File: config.mk
export PLATFORM = sky130hd
export DESIGN_NAME = alu_op_issue
export DESIGN_NICKNAME = d
export VERILOG_FILES = /design/src/rtl/alu_pkg.sv /design/src/rtl/alu_op_decode.sv /design/src/rtl/alu_op_issue.sv
export SDC_FILE = /design/constraint.sdc
export NUM_CORES = 1
export LEC_CHECK = 0
export CAP_MARGIN = 30
export CORE_ASPECT_RATIO = 1.5
export CORE_MARGIN = 4
export CORE_UTILIZATION = 39
export DETAILED_ROUTE_END_ITERATION = 10
export GPL_ROUTABILITY_DRIVEN = 1
export HOLD_SLACK_MARGIN = 0.12
export PLACE_DENSITY = 0.82
export SKIP_CTS_REPAIR_TIMING = 1
export SLEW_MARGIN = 20
export SYNTH_ARGS = -nofsm -noshare
export SYNTH_HDL_FRONTEND = slang
export SYNTH_SLANG_ARGS = --single-unit
export TNS_END_PERCENT = 5
File: constraint.sdc
create_clock -name CLK -period 1.69 [get_ports CLK]
set_input_delay 0.338 -clock CLK [delete_from_list [all_inputs] [get_ports CLK]]
set_output_delay 0.338 -clock CLK [all_outputs]
set_load 0.05 [all_outputs]
File: src/rtl/alu_pkg.sv
// alu_pkg: shared constants for the RV32IM decode/issue stage.
//
// Contents:
//   ALU_* : 6-bit ALU select codes driven on ALU_SELECT
//   OPC_* : RV32 major opcodes (INSTR[6:0])
//   ST_*  : issue-slot state encoding (EMPTY / HOLD / FULL)
package alu_pkg;

    localparam logic [5:0] ALU_ADD    = 6'b000000;
    localparam logic [5:0] ALU_SLL    = 6'b000001;
    localparam logic [5:0] ALU_SLT    = 6'b000010;
    localparam logic [5:0] ALU_SLTU   = 6'b000011;
    localparam logic [5:0] ALU_XOR    = 6'b000100;
    localparam logic [5:0] ALU_SRL    = 6'b000101;
    localparam logic [5:0] ALU_OR     = 6'b000110;
    localparam logic [5:0] ALU_AND    = 6'b000111;
    localparam logic [5:0] ALU_MUL    = 6'b001000;
    localparam logic [5:0] ALU_MULH   = 6'b001001;
    localparam logic [5:0] ALU_MULHSU = 6'b001010;
    localparam logic [5:0] ALU_MULHU  = 6'b001011;
    localparam logic [5:0] ALU_DIV    = 6'b001100;
    localparam logic [5:0] ALU_REM    = 6'b001101;
    localparam logic [5:0] ALU_REMU   = 6'b001111;
    localparam logic [5:0] ALU_SUB    = 6'b010000;
    localparam logic [5:0] ALU_SRA    = 6'b010101;
    localparam logic [5:0] ALU_FWD    = 6'b011000;

    localparam logic [6:0] OPC_OP     = 7'b0110011;
    localparam logic [6:0] OPC_OP_IMM = 7'b0010011;
    localparam logic [6:0] OPC_LOAD   = 7'b0000011;
    localparam logic [6:0] OPC_STORE  = 7'b0100011;
    localparam logic [6:0] OPC_BRANCH = 7'b1100011;
    localparam logic [6:0] OPC_LUI    = 7'b0110111;
    localparam logic [6:0] OPC_AUIPC  = 7'b0010111;
    localparam logic [6:0] OPC_JAL    = 7'b1101111;
    localparam logic [6:0] OPC_JALR   = 7'b1100111;

    localparam logic [1:0] ST_EMPTY = 2'd0;
    localparam logic [1:0] ST_HOLD  = 2'd1;
    localparam logic [1:0] ST_FULL  = 2'd2;

endpackage

File: src/rtl/alu_op_decode.sv
// alu_op_decode: purely combinational RV32I(M) decode to ALU select,
// operands, destination register, writeback enable and illegal flag.
//
// Configuration macro: RV32M_EN. When undefined, every funct7=0000001
// OP encoding decodes as illegal and is_m never asserts.
//
// Ports:
//   instr      in  32  instruction word
//   pc         in  32  instruction address
//   rs1_data   in  32  rs1 register value
//   rs2_data   in  32  rs2 register value
//   alu_select out  6  ALU operation code
//   data1      out 32  ALU operand 1
//   data2      out 32  ALU operand 2
//   rd         out  5  destination register field
//   reg_write  out  1  writeback enable (0 for rd=x0 or illegal)
//   illegal    out  1  unsupported or undefined encoding
//   is_m       out  1  legal M-extension op (needs settle time)
module alu_op_decode (
    input  logic [31:0] instr,
    input  logic [31:0] pc,
    input  logic [31:0] rs1_data,
    input  logic [31:0] rs2_data,
    output logic [5:0]  alu_select,
    output logic [31:0] data1,
    output logic [31:0] data2,
    output logic [4:0]  rd,
    output logic        reg_write,
    output logic        illegal,
    output logic        is_m
);
    import alu_pkg::*;

    logic [6:0]  opcode;
    logic [2:0]  f3;
    logic [6:0]  f7;
    logic [31:0] imm_i;
    logic [31:0] imm_s;
    logic [31:0] imm_u;
    logic [31:0] shamt;

    assign opcode = instr[6:0];
    assign f3     = instr[14:12];
    assign f7     = instr[31:25];
    assign imm_i  = {{20{instr[31]}}, instr[31:20]};
    assign imm_s  = {{20{instr[31]}}, instr[31:25], instr[11:7]};
    assign imm_u  = {instr[31:12], 12'b0};
    assign shamt  = {27'b0, instr[24:20]};
    assign rd     = instr[11:7];

    // Illegal encodings are scrubbed at the end so every branch above can
    // set operands freely; rd=x0 never writes back.
    always_comb begin
        alu_select = ALU_ADD;
        data1      = 32'b0;
        data2      = 32'b0;
        reg_write  = 1'b0;
        illegal    = 1'b0;
        is_m       = 1'b0;
        case (opcode)
            OPC_OP: begin
                data1     = rs1_data;
                data2     = rs2_data;
                reg_write = 1'b1;
                case (f7)
                    7'b0000000: alu_select = {3'b000, f3};
                    7'b0100000: begin
                        if (f3 == 3'b000)      alu_select = ALU_SUB;
                        else if (f3 == 3'b101) alu_select = ALU_SRA;
                        else                   illegal    = 1'b1;
                    end
                    7'b0000001: begin
`ifdef RV32M_EN
                        is_m = 1'b1;
                        case (f3)
                            3'b100:  alu_select = ALU_DIV;
                            3'b110:  alu_select = ALU_REM;
                            3'b111:  alu_select = ALU_REMU;
                            3'b101:  illegal    = 1'b1;
                            default: alu_select = {3'b001, f3};
                        endcase
`else
                        illegal = 1'b1;
`endif
                    end
                    default: illegal = 1'b1;
                endcase
            end
            OPC_OP_IMM: begin
                data1     = rs1_data;
                reg_write = 1'b1;
                alu_select = {3'b000, f3};
                if (f3 == 3'b101 && instr[30]) alu_select = ALU_SRA;
                // Shifts take the unsigned shamt, not the sign-extended imm.
                if (f3 == 3'b001 || f3 == 3'b101) data2 = shamt;
                else                              data2 = imm_i;
            end
            OPC_LOAD: begin
                data1     = rs1_data;
                data2     = imm_i;
                reg_write = 1'b1;
            end
            OPC_STORE: begin
                data1 = rs1_data;
                data2 = imm_s;
            end
            OPC_BRANCH: begin
                data1 = rs1_data;
                data2 = rs2_data;
                case (f3)
                    3'b000, 3'b001: alu_select = ALU_SUB;
                    3'b100, 3'b101: alu_select = ALU_SLT;
                    3'b110, 3'b111: alu_select = ALU_SLTU;
                    default:        illegal    = 1'b1;
                endcase
            end
            OPC_LUI: begin
                alu_select = ALU_FWD;
                data2      = imm_u;
                reg_write  = 1'b1;
            end
            OPC_AUIPC: begin
                data1     = pc;
                data2     = imm_u;
                reg_write = 1'b1;
            end
            OPC_JAL, OPC_JALR: begin
                data1     = pc;
                data2     = 32'd4;
                reg_write = 1'b1;
            end
            default: illegal = 1'b1;
        endcase
        if (illegal) begin
            alu_select = ALU_ADD;
            data1      = 32'b0;
            data2      = 32'b0;
            reg_write  = 1'b0;
            is_m       = 1'b0;
        end
        if (rd == 5'd0) reg_write = 1'b0;
    end

endmodule

File: src/rtl/alu_op_issue.sv
// alu_op_issue: decode/issue stage with a single registered output slot.
// Accepts an instruction plus operands on a valid/ready handshake, decodes
// it and presents ALU select/operands downstream. M-extension ops sit in
// HOLD for M_HOLD_CYCLES extra cycles before OUT_VALID rises.
//
// Configuration macro: RV32M_EN (M ops decoded and HOLD used when defined;
// otherwise M encodings are illegal and the hold counter is absent).
//
// Ports:
//   CLK, RESET_N       clock (rising edge), async active-low reset
//   FLUSH              synchronous kill, overrides all transitions
//   IN_VALID/IN_READY  upstream handshake
//   INSTR, PC          instruction word and address
//   RS1_DATA, RS2_DATA register operands
//   OUT_VALID/OUT_READY downstream handshake
//   ALU_SELECT, ALU_DATA1, ALU_DATA2, RD, REG_WRITE, ILLEGAL  issued op
module alu_op_issue #(
    parameter int M_HOLD_CYCLES = 2
) (
    input  logic        CLK,
    input  logic        RESET_N,
    input  logic        FLUSH,
    input  logic        IN_VALID,
    output logic        IN_READY,
    input  logic [31:0] INSTR,
    input  logic [31:0] PC,
    input  logic [31:0] RS1_DATA,
    input  logic [31:0] RS2_DATA,
    output logic        OUT_VALID,
    input  logic        OUT_READY,
    output logic [5:0]  ALU_SELECT,
    output logic [31:0] ALU_DATA1,
    output logic [31:0] ALU_DATA2,
    output logic [4:0]  RD,
    output logic        REG_WRITE,
    output logic        ILLEGAL
);
    import alu_pkg::*;

    logic [1:0]  state;
    logic [1:0]  state_next;
    logic [1:0]  load_state;
    logic        accept;
    logic [5:0]  dec_select;
    logic [31:0] dec_data1;
    logic [31:0] dec_data2;
    logic [4:0]  dec_rd;
    logic        dec_reg_write;
    logic        dec_illegal;
    logic        dec_is_m;

    alu_op_decode u_decode (
        .instr      (INSTR),
        .pc         (PC),
        .rs1_data   (RS1_DATA),
        .rs2_data   (RS2_DATA),
        .alu_select (dec_select),
        .data1      (dec_data1),
        .data2      (dec_data2),
        .rd         (dec_rd),
        .reg_write  (dec_reg_write),
        .illegal    (dec_illegal),
        .is_m       (dec_is_m)
    );

    // A full slot can take a new op in the same cycle it is drained.
    assign IN_READY  = (state == ST_EMPTY) || ((state == ST_FULL) && OUT_READY);
    assign OUT_VALID = (state == ST_FULL);
    assign accept    = IN_VALID && IN_READY && !FLUSH;

`ifdef RV32M_EN
    localparam int   CNT_W   = (M_HOLD_CYCLES > 1) ? $clog2(M_HOLD_CYCLES) : 1;
    localparam logic HOLD_EN = (M_HOLD_CYCLES > 0);

    logic [CNT_W-1:0] hold_cnt;
    logic             enter_hold;

    assign enter_hold = accept && dec_is_m && HOLD_EN;
    assign load_state = enter_hold ? ST_HOLD : ST_FULL;

    // Counter is loaded with N-1 so HOLD lasts exactly N cycles.
    always_ff @(posedge CLK or negedge RESET_N) begin
        if (!RESET_N) begin
            hold_cnt <= '0;
        end else if (FLUSH) begin
            hold_cnt <= '0;
        end else if (enter_hold) begin
            hold_cnt <= CNT_W'(M_HOLD_CYCLES - 1);
        end else if ((state == ST_HOLD) && (hold_cnt != '0)) begin
            hold_cnt <= hold_cnt - CNT_W'(1);
        end
    end
`else
    logic unused_cfg;

    assign load_state = ST_FULL;
    assign unused_cfg = (M_HOLD_CYCLES > 0) | dec_is_m;
`endif

    always_comb begin
        state_next = state;
        if (FLUSH) begin
            state_next = ST_EMPTY;
        end else begin
            case (state)
                ST_EMPTY: begin
                    if (accept) state_next = load_state;
                end
                ST_FULL: begin
                    if (accept)         state_next = load_state;
                    else if (OUT_READY) state_next = ST_EMPTY;
                end
                ST_HOLD: begin
`ifdef RV32M_EN
                    if (hold_cnt == '0) state_next = ST_FULL;
`else
                    state_next = ST_EMPTY;
`endif
                end
                default: state_next = ST_EMPTY;
            endcase
        end
    end

    always_ff @(posedge CLK or negedge RESET_N) begin
        if (!RESET_N) state <= ST_EMPTY;
        else          state <= state_next;
    end

    // Output slot only changes on acceptance, so a stalled FULL slot stays
    // bit-exact and HOLD presents the pending op with OUT_VALID low.
    always_ff @(posedge CLK or negedge RESET_N) begin
        if (!RESET_N) begin
            ALU_SELECT <= 6'b0;
            ALU_DATA1  <= 32'b0;
            ALU_DATA2  <= 32'b0;
            RD         <= 5'b0;
            REG_WRITE  <= 1'b0;
            ILLEGAL    <= 1'b0;
        end else if (accept) begin
            ALU_SELECT <= dec_select;
            ALU_DATA1  <= dec_data1;
            ALU_DATA2  <= dec_data2;
            RD         <= dec_rd;
            REG_WRITE  <= dec_reg_write;
            ILLEGAL    <= dec_illegal;
        end
    end

endmodule

==> flow_summary.rst <==
.. list-table::
   :header-rows: 1

   * - Metric
     - Value
   * - Count of flip-flops with a built-in enable after synthesis
     - 0
   * - Fin nets
     - between 700 and 800
   * - Flip-flop and latch count after synthesis
     - 77
   * - Kind of start point of the critical path
     - input pin
   * - Max capacitance violation total
     - 0
   * - Total setup violations reported at the end of the flow
     - 36
   * - Min cycle time layout
     - 1.81 ns
   * - Final estimated routing congestion in global placement
     - ~0.93
   * - Y dimension of the die
     - roughly 130 µm
   * - Fraction of registers with async set/reset
     - 100%
   * - Leakage component of the power
     - ~3.0 nW
   * - Maximum buffer depth of the clock tree
     - 2
   * - CP Data Arrival Time
     - between 2 and 2.5 ns
   * - DR DRC count
     - 0
   * - Commonest cells after routing, fill and taps aside
     - 127 x buf_4, 115 x clkdlybuf4s50_1, 76 x dfrtp_1
   * - Total met2 wirelength after detailed routing
     - about 8200 µm
   * - CORE AREA
     - roughly 0.0093 mm²
   * - Most common cell after layout, fill and taps aside
     - buf_4
   * - IO buf count
     - between 200 and 250
   * - Classification of the worst-slack hold path
     - in -> reg
   * - Area after detailed placement
     - approximately 0.0061 mm²
   * - Critical Path End Type
     - register
   * - H-Tree Level Count
     - 3
   * - F_max
     - around 0.55 GHz
   * - Power Density
     - about 670 mW/mm²
   * - Number of max-slew violations in the final report
     - 0
   * - Number of global-route vias before repair
     - roughly 4300
   * - Sinks on Clock Net
     - 77
   * - Global-route wire length before repair
     - 21100 µm
   * - Placed instance count
     - 740
   * - Ant diodes
     - 0
   * - CTS tree
     - yes
   * - Met3 wire len
     - 1420 µm
   * - Length of routed wiring on met1
     - approximately 5300 µm
   * - Share of final-layout standard cells stronger than drive strength 1
     - 33.1%
   * - Post-layout instance count excluding filler cells
     - 767
   * - Net count of the mapped netlist
     - 528
   * - Detail-routed via count per cell
     - approximately 5.7
   * - Relative area change from synthesis to final layout
     - 84.8%
   * - Worst hold path stage count
     - 2
   * - Num CTS Buffers
     - 9
   * - Unrepaired setup endpoints after global routing
     - true
   * - Detail Placement HPWL
     - roughly 11000 µm
   * - Failing checks
     - setup timing
   * - Status
     - complete, but fails checks
   * - Worst IR drop on VDD
     - ~550 µV
   * - CTS root buffer
     - clkbuf_16
   * - Routed vias
     - 4385
   * - DRT iter0 DRCs
     - 299
   * - WL/cell
     - 20.4 µm
   * - Worst slack, placed
     - -0.718 ns
   * - Clock edge transition at the registers on the reported setup and hold paths
     - ~0.06 ns
   * - Crit path setup slack, layout
     - -0.116 ns
   * - Final Skew
     - about 0.006 ns
   * - Number of antenna violations at the first check in global routing
     - 0
   * - Starting density of the core
     - between 40% and 50%
   * - Share of the core filled with cells
     - approximately three quarters
   * - Total GRT Usage
     - 24.3%
   * - GRT overflow
     - 0
   * - Count of different cell masters after synthesis
     - 47
   * - Antenna viol nets, final
     - 0
   * - Worst-case reg-to-reg path depth
     - 6
   * - Hold Vio Cnt, Final
     - 0
   * - Smallest hold slack
     - 0.188 ns
   * - Number of fillers in the final layout
     - 672
   * - Full die area
     - ~0.011 mm²
   * - First-pass iteration count of the detailed router
     - 5
   * - Crit share post-route
     - 107%
   * - Data required time of the worst path
     - slightly below 2 ns
   * - Critical path fanouts, max
     - 10
   * - Cells after synthesis
     - just under 400
   * - Warning count from the yosys run
     - 0
   * - Synthesized area
     - about 0.0037 mm²
   * - Top-Level Pins
     - 212
   * - Pin count of the biggest net entering global routing
     - 42
   * - Predominant post-synthesis flop cell
     - dfrtp_1
   * - Mean area per synthesized cell
     - between 9 and 10 µm²
   * - Die width
     - between 80 and 90 µm
   * - Routed Wire Length
     - about 16000 µm
   * - Register area share after synthesis
     - 51.9%
   * - Clock network latency to the later pin of the worst-skew pair
     - between 0.3 and 0.4 ns
   * - Row cnt
     - 43
   * - Worst Path Class, Setup
     - in -> reg
   * - Highest routing layer actually used
     - met4
   * - Final standard cell area without fillers
     - 0.00686 mm²
path summary, 6_finish.rpt:
path | start | to | slack [ns]
worst max-delay path | INSTR[6] | ALU_DATA2[24] | -0.12
min in group asynchronous | RESET_N | ALU_DATA2[25] | 0.47
worst max register to register | state[1] | ALU_DATA2[24] | -0.11
worst min register to register | ALU_DATA1[9] | ALU_DATA1[9] | 0.49
max in group asynchronous | RESET_N | state[1] | 0.66
worst min-delay path | FLUSH | state[1] | 0.19
cells in the mapped netlist, types with 2 or more instances:
cell	instances	area [µm²]
a21boi_0	2	15.0
mux2_2	5	56.3
dfrtp_1	77	1930
nor3_1	2	10.0
o31ai_1	2	15.0
nor2_1	11	41.3
nand2b_1	2	12.5
a21oi_1	9	45.0
nor4_1	2	12.5
nand2_1	76	285
o21ai_0	69	345
clkbuf_1	22	82.6
nor4b_1	2	17.5
nand4_1	2	12.5
a221oi_1	20	175
a21o_1	2	15.0
inv_1	4	15.0
clkbuf_2	7	35.0
nor2b_1	4	25.0
a22oi_1	44	330
o21ai_1	5	25.0
layer usage:
| layer | vias to the layer above | global-route usage [%] |
|---|---|---|
| met2 | 263 | 43.0 |
| met4 | 0 | 11.6 |
| met1 | 2100 | 26.9 |
| met3 | 60 | 5.23 |
| met5 | - | 0 |
| li1 | 1962 | - |
cell type report:
| type | instances | area, µm² | share of cell area (%) |
|---|---|---|---|
| timing repair buffer | 276 | 2590 | 37.8 |
| clock inverter | 2 | 13.8 | 0.201 |
| tap | 112 | 140 | 2.04 |
| multi-input combinational | 281 | 1880 | 27.4 |
| sequential | 77 | 1930 | 28.1 |
| inverter | 5 | 18.8 | 0.274 |
| clock buffer | 14 | 284 | 4.14 |
registers in the layout, indices dropped and copies added, names as in the netlist:
register,count
ILLEGAL,1
REG_WRITE,1
state,1
ALU_SELECT,5
RD,5
ALU_DATA2,32
ALU_DATA1,32
power by group:
part,internal [mW],switching [mW]
clock network,1.16,0.733
registers,1.87,0.0168
logic,0.442,0.397
total,3.47,1.15
worst max-delay path, cell delays in order:
cell and delay [ns]:
buf_6 0.09, nand2b_4 0.14, or3_4 0.39, a311oi_4 0.43, o21ai_4 0.23, buf_6 0.22, o21ai_0 0.20
cells by family (layout without fill, tap and decap cells):
kind of cell,Yosys count,count (layout),synth area share (%)
compound gates,161,162,28.1
xor+xnor,1,1,0.236
buf+inv,38,297,4.41
flops,77,77,51.9
mux,5,5,1.52
other cells,1,1,0.101
simple gates,112,112,13.7
per-stage QoR:
stage | power, mW | TNS, ns
after detailed placement | 2.71 | -45.89
after global placement | 2.70 | -42.99
after floorplan | 2.17 | -0.295
after global routing | 4.76 | -2.00
final | 4.62 | -1.21
after CTS | 4.61 | -21.85
(Power assumes the default switching activity.)
